<file path="src/rtl/wb_periph_pkg.sv">
// Shared types for the Wishbone peripheral multiplexer: FSM state encoding and
// the slave-index width helper.
package wb_periph_pkg;

  typedef enum logic [2:0] {
    IDLE   = 3'd0,
    REQ    = 3'd1,
    WAIT   = 3'd2,
    DECERR = 3'd3,
    RESP   = 3'd4
  } state_e;

  // Never returns less than 1 so a single-slave build still has a legal index.
  function automatic int unsigned clog2(input int unsigned n);
    int unsigned w;
    w = 1;
    while ((32'd1 << w) < n) begin
      w = w + 1;
    end
    return w;
  endfunction

endpackage

</file>
<file path="src/rtl/wb_addr_dec.sv">
// Combinational base/mask address decoder; the lowest matching slave index wins
// when windows overlap.
module wb_addr_dec
  import wb_periph_pkg::*;
#(
  parameter int                NS         = 6,
  parameter int                AW         = 32,
  parameter logic [NS*AW-1:0]  SLAVE_ADDR = '0,
  parameter logic [NS*AW-1:0]  SLAVE_MASK = '1
) (
  input  logic [AW-1:0]        adr_i,
  output logic                 hit_o,
  output logic [clog2(NS)-1:0] idx_o
);

  localparam int IW = clog2(NS);

  logic match_s;

  // Scan from the top index down so the lowest matching index is written last.
  always_comb begin
    hit_o   = 1'b0;
    idx_o   = '0;
    match_s = 1'b0;
    for (int i = NS - 1; i >= 0; i--) begin
      match_s = ((adr_i & SLAVE_MASK[i*AW +: AW]) == SLAVE_ADDR[i*AW +: AW]);
      hit_o   = hit_o | match_s;
      idx_o   = match_s ? IW'(i) : idx_o;
    end
  end

endmodule

</file>
<file path="src/rtl/wb_periph_mux.sv">
// Single-master to NS-slave pipelined Wishbone multiplexer with decode-error
// response. Define WB_PERIPH_MUX_TIMEOUT_EN to add the REQ/WAIT watchdog.
module wb_periph_mux
  import wb_periph_pkg::*;
#(
  parameter int               NS             = 6,
  parameter int               AW             = 32,
  parameter int               DW             = 32,
  parameter logic [NS*AW-1:0] SLAVE_ADDR     = '0,
  parameter logic [NS*AW-1:0] SLAVE_MASK     = '1,
  parameter int               TIMEOUT_CYCLES = 255
) (
  input  logic                 wb_clk_i,
  input  logic                 wb_rst_i,
  input  logic                 wbm_cyc_i,
  input  logic                 wbm_stb_i,
  input  logic                 wbm_we_i,
  input  logic [AW-1:0]        wbm_adr_i,
  input  logic [DW-1:0]        wbm_dat_i,
  input  logic [DW/8-1:0]      wbm_sel_i,
  output logic                 wbm_ack_o,
  output logic                 wbm_err_o,
  output logic                 wbm_stall_o,
  output logic [DW-1:0]        wbm_dat_o,
  output logic [NS-1:0]        s_cyc_o,
  output logic [NS-1:0]        s_stb_o,
  output logic [NS-1:0]        s_we_o,
  output logic [NS*AW-1:0]     s_adr_o,
  output logic [NS*DW-1:0]     s_dat_o,
  output logic [NS*DW/8-1:0]   s_sel_o,
  input  logic [NS-1:0]        s_ack_i,
  input  logic [NS-1:0]        s_err_i,
  input  logic [NS-1:0]        s_stall_i,
  input  logic [NS*DW-1:0]     s_dat_i,
  output logic                 busy_o
);

  localparam int IW = clog2(NS);
  localparam int SW = DW / 8;

  if (NS < 1 || NS > 16 || (DW % 8) != 0 || TIMEOUT_CYCLES < 1 || TIMEOUT_CYCLES > 65535) begin : g_bad_param
    $error("wb_periph_mux: parameter out of range");
  end

  state_e          state_q, state_d;
  logic [IW-1:0]   idx_q, idx_d;
  logic [AW-1:0]   adr_q, adr_d;
  logic [DW-1:0]   dat_q, dat_d;
  logic [SW-1:0]   sel_q, sel_d;
  logic            we_q, we_d;
  logic [NS-1:0]   cyc_q, cyc_d;
  logic [NS-1:0]   stb_q, stb_d;
  logic            ack_q, ack_d;
  logic            err_q, err_d;
  logic            stall_q, stall_d;
  logic            busy_q, busy_d;
  logic [DW-1:0]   rdat_q, rdat_d;

  logic            dec_hit_s;
  logic [IW-1:0]   dec_idx_s;
  logic            req_s;
  logic            tmo_s;
  logic            sl_ack_s, sl_err_s, sl_stall_s;
  logic [DW-1:0]   sl_dat_s;

  wb_addr_dec #(
    .NS         (NS),
    .AW         (AW),
    .SLAVE_ADDR (SLAVE_ADDR),
    .SLAVE_MASK (SLAVE_MASK)
  ) u_dec (
    .adr_i (wbm_adr_i),
    .hit_o (dec_hit_s),
    .idx_o (dec_idx_s)
  );

  assign req_s      = wbm_cyc_i & wbm_stb_i;
  assign sl_ack_s   = s_ack_i[idx_q];
  assign sl_err_s   = s_err_i[idx_q];
  assign sl_stall_s = s_stall_i[idx_q];
  assign sl_dat_s   = s_dat_i[idx_q*DW +: DW];

`ifdef WB_PERIPH_MUX_TIMEOUT_EN
  logic [15:0] wdog_q, wdog_d;

  assign tmo_s = (wdog_q == 16'(TIMEOUT_CYCLES - 1));

  // Watchdog: restarts on acceptance, advances on every REQ/WAIT cycle.
  always_comb begin
    if (state_q == IDLE) begin
      wdog_d = req_s ? 16'd0 : wdog_q;
    end else if (state_q == REQ || state_q == WAIT) begin
      wdog_d = wdog_q + 16'd1;
    end else begin
      wdog_d = wdog_q;
    end
  end

  always_ff @(posedge wb_clk_i or posedge wb_rst_i) begin
    if (wb_rst_i) begin
      wdog_q <= 16'd0;
    end else begin
      wdog_q <= wdog_d;
    end
  end
`else
  assign tmo_s = 1'b0;
`endif

  // Next-state logic; master abort beats a slave response, which beats timeout.
  always_comb begin
    state_d = state_q;
    idx_d   = idx_q;
    adr_d   = adr_q;
    dat_d   = dat_q;
    sel_d   = sel_q;
    we_d    = we_q;
    cyc_d   = cyc_q;
    stb_d   = stb_q;
    ack_d   = 1'b0;
    err_d   = 1'b0;
    rdat_d  = rdat_q;
    case (state_q)
      IDLE: begin
        if (req_s) begin
          adr_d = wbm_adr_i;
          dat_d = wbm_dat_i;
          sel_d = wbm_sel_i;
          we_d  = wbm_we_i;
          idx_d = dec_idx_s;
          if (dec_hit_s) begin
            state_d = REQ;
            cyc_d   = NS'(1) << dec_idx_s;
            stb_d   = NS'(1) << dec_idx_s;
          end else begin
            state_d = DECERR;
          end
        end else begin
          state_d = IDLE;
        end
      end
      REQ: begin
        if (!wbm_cyc_i) begin
          state_d = IDLE;
          cyc_d   = '0;
          stb_d   = '0;
        end else if (tmo_s) begin
          state_d = RESP;
          cyc_d   = '0;
          stb_d   = '0;
          err_d   = 1'b1;
          rdat_d  = '0;
        end else if (!sl_stall_s) begin
          state_d = WAIT;
          stb_d   = '0;
        end else begin
          state_d = REQ;
        end
      end
      WAIT: begin
        if (!wbm_cyc_i) begin
          state_d = IDLE;
          cyc_d   = '0;
        end else if (sl_ack_s || sl_err_s) begin
          state_d = RESP;
          cyc_d   = '0;
          ack_d   = ~sl_err_s;
          err_d   = sl_err_s;
          rdat_d  = sl_dat_s;
        end else if (tmo_s) begin
          state_d = RESP;
          cyc_d   = '0;
          err_d   = 1'b1;
          rdat_d  = '0;
        end else begin
          state_d = WAIT;
        end
      end
      DECERR: begin
        state_d = RESP;
        err_d   = 1'b1;
        rdat_d  = '0;
      end
      RESP: begin
        state_d = IDLE;
      end
      default: begin
        state_d = IDLE;
        cyc_d   = '0;
        stb_d   = '0;
      end
    endcase
    stall_d = (state_d != IDLE);
    busy_d  = (state_d != IDLE);
  end

  // FSM and all registered outputs.
  always_ff @(posedge wb_clk_i or posedge wb_rst_i) begin
    if (wb_rst_i) begin
      state_q <= IDLE;
      idx_q   <= '0;
      adr_q   <= '0;
      dat_q   <= '0;
      sel_q   <= '0;
      we_q    <= 1'b0;
      cyc_q   <= '0;
      stb_q   <= '0;
      ack_q   <= 1'b0;
      err_q   <= 1'b0;
      stall_q <= 1'b0;
      busy_q  <= 1'b0;
      rdat_q  <= '0;
    end else begin
      state_q <= state_d;
      idx_q   <= idx_d;
      adr_q   <= adr_d;
      dat_q   <= dat_d;
      sel_q   <= sel_d;
      we_q    <= we_d;
      cyc_q   <= cyc_d;
      stb_q   <= stb_d;
      ack_q   <= ack_d;
      err_q   <= err_d;
      stall_q <= stall_d;
      busy_q  <= busy_d;
      rdat_q  <= rdat_d;
    end
  end

  assign wbm_ack_o   = ack_q;
  assign wbm_err_o   = err_q;
  assign wbm_stall_o = stall_q;
  assign wbm_dat_o   = rdat_q;
  assign busy_o      = busy_q;
  assign s_cyc_o     = cyc_q;
  assign s_stb_o     = stb_q;
  assign s_we_o      = {NS{we_q}};
  assign s_adr_o     = {NS{adr_q}};
  assign s_dat_o     = {NS{dat_q}};
  assign s_sel_o     = {NS{sel_q}};

endmodule

</file>
<file path="config.mk">
export PLATFORM = sky130hd
export DESIGN_NAME = wb_periph_mux
export DESIGN_NICKNAME = d
export VERILOG_FILES = /design/src/rtl/wb_periph_pkg.sv /design/src/rtl/wb_addr_dec.sv /design/src/rtl/wb_periph_mux.sv
export SDC_FILE = /design/constraint.sdc
export NUM_CORES = 1
export LEC_CHECK = 0
export ABC_AREA = 1
export BUFFER_PORTS_ARGS = -buffer_cell sky130_fd_sc_hd__buf_4
export CELL_PAD_IN_SITES_DETAIL_PLACEMENT = 1
export CELL_PAD_IN_SITES_GLOBAL_PLACEMENT = 1
export CORE_AREA = 2 2 291 293
export CTS_BUF_LIST = sky130_fd_sc_hd__clkbuf_16
export CTS_CLUSTER_SIZE = 30
export DETAILED_ROUTE_END_ITERATION = 10
export DIE_AREA = 0 0 293 295
export PLACE_DENSITY_LB_ADDON = 0.15
export REMOVE_ABC_BUFFERS = 1
export SLEW_MARGIN = 15
export SYNTH_ARGS = -nofsm -noshare
export SYNTH_HDL_FRONTEND = slang
export SYNTH_SLANG_ARGS = --single-unit
</file>
<file path="constraint.sdc">
create_clock -name wb_clk_i -period 4.13 [get_ports wb_clk_i]
set_input_delay 0.413 -clock wb_clk_i [delete_from_list [all_inputs] [get_ports wb_clk_i]]
set_output_delay 0.413 -clock wb_clk_i [all_outputs]
set_load 0.02 [all_outputs]
</file>
# Word level (Yosys, flattened, before mapping)
# Cells that the tools add are included.
# totals
ff_bits,119
latchBits,0
ramBits,0
rom_bits,0
input_bits,283
output_inout_bits,462
wordCells,62
n_memories,0
# op_classes
add_sub_neg,0
n_mul,0
div_mod_pow,0
order_cmp,0
n_eq_ne,11
n_shift,0
mux,25
bitwise_logic,4
reduce_logical,11
# op_table
cell,n
$mux 32,2
$pmux 32 s2,1
$mux 6,7
$logic_not 32->1,1
$pmux 6 s4,1
$pmux 6 s3,1
$pmux 3 s4,1
$mux 3,3
$ne 2x2->1 const B,4
$eq 3x2->1 const B,2
$mux 2,3
$ne 3x3->1 const B,2
$mux 1,5
$reduce_and 5->1,1
$reduce_and 4->1,1
$eq 3x1->1 const B,1
$eq 3x3->1 const B,1
$logic_not 3->1,1
$not 1->1,3
$reduce_and 3->1,1
$reduce_bool 3->1,1
$reduce_or 3->1,1
$ne 2x1->1 const B,1
$pmux 1 s2,1
other kinds (5),5

# Longest topological paths before layout
# Gate-level depths: netlist (run 1).
# depth
ltp_word,5
depth_mapped,7
depth_no_buf,7

# By module
# From an unflattened synthesis (run 1), not the netlist that was laid out.
# unflattened
cells_unflattened,1338
hier_area_um2,9567.9
# modules_own_cells
mod,instances,cells_per_inst,area_per_inst_um2,seq_area_each_um2
wb_periph_mux,1,1303,9425.3,3052.9
wb_addr_dec,1,35,142.6,0.0

# Worst setup path before layout (run 1)
# No wires, ideal clock.
# synth_timing
kind,register to register
start,reg state_q[2]
end,"reg rdat_q[0], in the netlist wbm_dat_o[0]"
setup_ps,121
t_arrival_ps,1189
required_time_ps,4009
path_slack_ps,2820
stages_incl_launch_ff,7
path_buffers,1
period_less_slack_ps,1310
path_cell_list,dfrtp_1 inv_1 nand4_2 nor2_4 nor2_4 buf_6 a22o_1
# synth_via
elab_chain_len,3
elab_cells_between_ends,7
classes_between,4 x eq/ne; 1 x mux; 2 x reduce/logical
# synth_rtl
element,line_no,text
from (decl),wb_periph_mux.sv:45,"state_e state_q, state_d;"
from (signal assigned),wb_periph_mux.sv:214,state_q <= state_d;
$eq 3x2->1,wb_periph_mux.sv:123,case (state_q)
$ne 2x2->1 (no source line) or $reduce_bool 2->1 (tied branches),--,
$reduce_and 3->1 (no source line),--,
to (signal assigned),wb_periph_mux.sv:226,rdat_q <= rdat_d;
to (decl),wb_periph_mux.sv:57,"logic [DW-1:0] rdat_q, rdat_d;"
# Parallel ways exist; a longest one is shown, timed or not.
# A chain may end at the register's enable or synchronous reset.

# Worst setup path in the final report (run 1)
# layout_timing
start,reg state_q[1]
end,reg adr_q[0]
# layout_via
elab_chain_len,2
# layout_rtl
element,line_no,text
$logic_not 3->1,wb_periph_mux.sv:123,
$reduce_and 2->1 (no source line),--,
to (signal assigned),wb_periph_mux.sv:216,adr_q <= adr_d;
to (decl),wb_periph_mux.sv:47,"logic [AW-1:0] adr_q, adr_d;"
# Every way passes these cells.

==> results of run 1 <==
==> layout make-up <==
type / instances / share of cell area
Timing Repair Buffer: 563 / 0.421
Clock buffer: 9 / 0.0223
Antenna cell: 3 / 0.000743
Inverter: 10 / 0.00434
Sequential cell: 109 / 0.270
Clock inverter: 7 / 0.00570
Multi-Input combinational cell: 317 / 0.142
Tap cell: 1080 / 0.134
==> where the power goes <==
part | internal, mW | switching (mW)
Sequential | 1.43 | 0.725
Combinational | 2.08 | 2.84
Clock | 0.422 | 0.527
==> sequential cells by signal, indices dropped and copies added (netlist names) <==
signal     count
adr_q         32
dat_q         32
wbm_dat_o     32
sel_q          4
state_q        3
busy_o         1
s_cyc_o        1
s_stb_o        1
wbm_ack_o      1
wbm_err_o      1
we_q           1
==> per-stage QoR <==
stage,util,instances
6_report,0.121,2098
5_1_grt,0.121,2095
4_1_cts,0.121,2095
3_5_place_dp,0.118,2079
3_3_place_gp,0.118,2079
2_1_floorplan,-,436
==> placed cells by master, fill, tap and decap left out, types with 2 or more instances in the layout <==
master and n:
a21oi_1 2, a22o_1 32, buf_12 2, buf_4 561, clkbuf_16 9, clkinv_4 2
conb_1 10, dfrtp_1 109, diode_2 3, inv_1 7, inv_2 2, inv_6 3
nand2_1 226, nand3_1 5, nor2_1 29, nor2_4 2
==> worst reg2reg max path, stage by stage (launching register included) <==
cell	delay, ns
dfrtp_1	0.50
nor3_4	0.10
nand2_4	0.24
clkinv_2	0.72
nand2_1	0.52
nand2_1	0.10
==> how the worst min path moves through the flow <==
stage	cells after the start	endpoint	slack, ns
2_1_floorplan	1	wbm_ack_o	0.48
3_3_place_gp	1	wbm_dat_o[30]	0.49
3_5_place_dp	1	wbm_dat_o[23]	0.48
4_1_cts	2	wbm_dat_o[15]	0.16
5_1_grt	2	wbm_dat_o[15]	0.17
6_report	2	wbm_dat_o[15]	0.13
==> layer usage <==
layer / part of all wire / global-route usage
met1: 0.44 / 0.0982
met2: 0.46 / 0.128
met3: 0.087 / 0.0245
met4: 0.010 / 0.0158
met5: 0.00066 / 0
==> kinds of logic (layout without fill, tap and decap cells) <==
logic type,count (synthesis),count (layout),synth area share
buf+inv,387,589,0.407
simple gates,269,269,0.155
flops,109,109,0.392
compound gates,38,38,0.0452
other cells,1,13,0.000539
==> results_dict.tcl, run 1 <==
set metrics [dict create \
    synth_top_cells_by_count "buf_4, nand2_1, dfrtp_1" \
    arrival_ns 2.55 \
    holdWs_ns 0.125 \
    period_share 0.553 \
    cts_setup_buffers 0 \
    cpPeakStageDelay_ns 0.70 \
    design_area_mm2 0.0101 \
    gp_congestion 0.661 \
    p_per_area_mw_per_mm2 795 \
    antenna_found_initial 16 \
    critPathLaunch "state_q[1]" \
    reg2reg_slack_ns 1.84 \
    reg2reg_from "state_q[1]" \
    drtAntennaViolNets 0 \
    hold_buffers 0 \
    r2r-end "adr_q[0]" \
    insertion_delay_ns 0.39 \
    finalSetupViolCount 0 \
    place_area_mm2 0.00981 \
    critPathRequiredTime_ns 4.40 \
    grtUsageTotal 0.0772 \
    grt_pass1_wl_mm 46.3 \
    die_x_um 293 \
    synth_edf_count 0 \
    cts_resized 0 \
    cts_tree "yes" \
    synth_flop_cell "dfrtp_1" \
    layout_min_cycle_time_ns 2.29 \
    startpoint_type "flop" \
    multi_input_area_mm2 0.00144 \
    clk_pin_slew_ns 0.09 \
    fin_total_pwr_mw 8.03 \
    syn_avg_cell_area_um2 8.65 \
    r2r_cells 5 \
    vias 5714 \
    setup_slack_ns 1.84 \
    synth-async-reset-ratio 1.00 \
    syn_area_mm2 0.00696 \
    yosysSeqAreaShare 0.392 \
    status "complete, no violations" \
    first_pass_iters 4 \
    hold_path.class "in2async" \
    crit_buf_inv 1 \
    synth_seq_cells 109 \
    drive_above_1_share 0.579 \
    die_area_mm2 0.0864 \
    regArea_mm2 0.00273 \
    netlist-cell-type-count 25 \
    power_leakage_nw 5.28 \
    drv_slew 0 \
    wire_per_inst_um 16.7 \
    worst_pin_slew_ns 0.986 \
    n_fill_cell 9916 \
    maxCapViolCount 0 \
    nets 1293 \
    slowest_stage "clkinv_2" \
    io_pins 745 \
    root_buffer "clkbuf_16" \
    pre_cts_slack_ns 1.57 \
    synth_top_cell_area_share 0.392 \
    yosys-top-cells-area "dfrtp_1, buf_4, nand2_1" \
    yosys_warnings 0 \
    grt_remaining_overflow 0 \
    cts_buffer_depth 2 \
    syn_inst 804 \
    grt_max_degree 69 \
    fmax_mhz 438 \
    critical_path.top_delay_family "simple AND/OR/NAND/NOR gates" \
    path_class "reg2reg" \
    fin_tns_setup_ns 0 \
    crit_cells 5 \
    ir_drop_v 0.000232 \
    clock-sinks 109 \
    h-tree-depth 3 \
    crit_path_end_kind "flop" \
    hpwl_mm 27.5 \
    cp-endpoint "adr_q[0]" \
    rsz0062_at_grt "no" \
    route.detailed.drc 0 \
    clock_skew_ns 0.00926 \
    synth_most_common_cell "buf_4" \
    die_h_um 295 \
    core_area_mm2 0.0832 \
    cts_buffers 9 \
    wl_mm 35.0 \
    area_growth_pct 45.2 \
    synth_top_cell_by_area "dfrtp_1" \
    grt_pass1_vias 5771 \
    slew_headroom 0.343 \
    initial_core_util 0.0836 \
    viasPerCell 2.72 \
    path_cells "nor3_4 -> nand2_4 -> clkinv_2 -> nand2_1 -> nand2_1" \
    dr.first_iter.drc_count 168 \
    crit_fanout 42 \
    crit_top_cell "nand2_1" \
    hold_viol 0 \
    io_buffers 559 \
    num_rows 106 \
]
(Power assumes the default switching activity.)
==> run 2: changes to the inputs <==
- CORE_AREA: 2 2 291 293 -> 2 2 294 296
- DIE_AREA: 0 0 293 295 -> 0 0 296 298
- clock period: 4.13 -> 2 ns (I/O delays scaled with it)
==> results_dict.tcl, run 2 (synthesized netlist as in run 1, its figures left out) <==
set metrics [dict create \
    stdcell_count 2259 \
    slew_headroom 0.607 \
    hold_buffers 86 \
    p_int_mw 8.26 \
    area_growth_pct 59.9 \
    status "complete, no violations" \
    dr.first_iter.drc_count 218 \
    reg2reg_slack_ns 0.33 \
    grt_remaining_overflow 0 \
    place_inst 2149 \
    cts_tree "yes" \
    cts_buffers 9 \
    antenna_found_initial 9 \
    grt_max_degree 42 \
    startpoint_type "flop" \
    power.switching_mw 8.63 \
    place_area_mm2 0.00996 \
    die_x_um 296 \
    cts_setup_buffers 0 \
    wire_per_inst_um 15.7 \
    drtAntennaViolNets 0 \
    crit_fanout 32 \
    hpwl_mm 28.3 \
    cts_buffer_depth 2 \
    nets 1385 \
    clk_pin_slew_ns 0.10 \
    layout_commonest_cell "buf_4" \
    die_area_mm2 0.0882 \
    n_fill_cell 10200 \
    post-route-util 0.131 \
    route.detailed.drc 0 \
    worst_pin_slew_ns 0.590 \
    p_sw_frac 0.511 \
    rsz0062_at_grt "no" \
    num_rows 107 \
    power_leakage_nw 5.67 \
    drv_slew 0 \
    path_cells "inv_1 -> nand4_2 -> nor2_4 -> buf_4 -> a22o_1" \
    insertion_delay_ns 0.40 \
    vias 6021 \
    grtUsageTotal 0.0778 \
    core_area_mm2 0.0849 \
    die_h_um 298 \
    first_pass_iters 4 \
    crit_path_end_kind "flop" \
    wl_mm 35.6 \
    clock_skew_ns 0.0161 \
    setup_slack_ns 0.335 \
    io_pins 745 \
    arrival_ns 1.99 \
    fmax_mhz 601 \
    path_class "reg2reg" \
    ir_drop_v 0.000499 \
    critPathRequiredTime_ns 2.33 \
    period_share 0.833 \
    p_comb_frac 0.615 \
    hold_viol 0 \
    clkPwrFrac 0.117 \
    cpPeakStageDelay_ns 0.47 \
    slowest_stage "dfrtp_1" \
    clock-sinks 109 \
    cts_resized 0 \
    grt_pass1_wl_mm 48.2 \
    io_buffers 559 \
    hold_path.class "in2reg" \
    p_per_area_mw_per_mm2 1520 \
    seq_power_share 0.268 \
    drive_above_1_share 0.537 \
    design_area_mm2 0.0111 \
    viasPerCell 2.67 \
    initial_core_util 0.0819 \
    root_buffer "clkbuf_16" \
    gp_congestion 0.665 \
    layout_min_cycle_time_ns 1.67 \
    finalSetupViolCount 0 \
    pre_cts_slack_ns 0.274 \
    mostFrequentLayoutCells "buf_4, nand2_1, dfrtp_1, dlygate4sd3_1, a22o_1" \
    h-tree-depth 3 \
    grt_pass1_vias 6453 \
    maxCapViolCount 0 \
]
run 2: cell count changes in the layout (fill, tap and decap cells not counted), sizes merged:
cell,before,now
buf,563,569
clkinv,3,2
clkinvlp,1,0
diode,3,8
dlygate4sd3,0,86
inv,13,15
run 2: layer usage:
metal  wire [um]  GRT usage
met3        2220     0.0145
met4         522     0.0232
met2       16700      0.130
met1       16100      0.101
met5          13          0
run 2: critical path: cells and delay by family (launching register included):
| family | cells | cell delay, ns |
|---|---|---|
| buf+inv | 2 | 0.54 |
| compound gates | 1 | 0.23 |
| flops | 1 | 0.47 |
| simple gates | 2 | 0.30 |
run 2: final cells by class:
class / instances / area [um^2] / area share
Clock buffer: 9 / 225 / 0.0202
Antenna cell: 8 / 20.0 / 0.00180
Inverter: 10 / 45.0 / 0.00405
Sequential cell: 109 / 2730 / 0.245
Timing Repair Buffer: 655 / 5180 / 0.466
Multi-Input combinational cell: 317 / 1440 / 0.129
Clock inverter: 7 / 55.1 / 0.00495
Tap cell: 1144 / 1430 / 0.129
run 2: power by group through the flow:
stage,sequential [mW],clock (mW),combinational (mW)
2_1_floorplan,7.90,0,0.844
3_3_place_gp,4.65,0,10.5
3_5_place_dp,4.70,0,10.3
4_1_cts,4.68,2.17,10.5
5_1_grt,4.79,2.20,10.9
6_report,4.53,1.98,10.4
run 2: per-stage QoR:
step	total power [mW]	hold WS, ns	TNS (ns)
detailed placement	15.1	0.219	0
floorplan	8.74	0.270	-132.90
CTS	17.4	0.000443	0
global route	17.9	0.0179	0
finish	16.9	0.0441	0
global placement	15.2	0.222	0
run 2: worst paths after layout:
path,from,to,depth (start not counted)
worst min-delay path,wbm_adr_i[9],adr_q[9],3
min in group asynchronous,wb_rst_i,dat_q[2],3
worst min register to register,wbm_dat_o[17],wbm_dat_o[17],1
max in group asynchronous,wb_rst_i,adr_q[31],4
worst max-delay path,state_q[2],wbm_dat_o[22],5
worst max register to register,state_q[2],wbm_dat_o[22],5
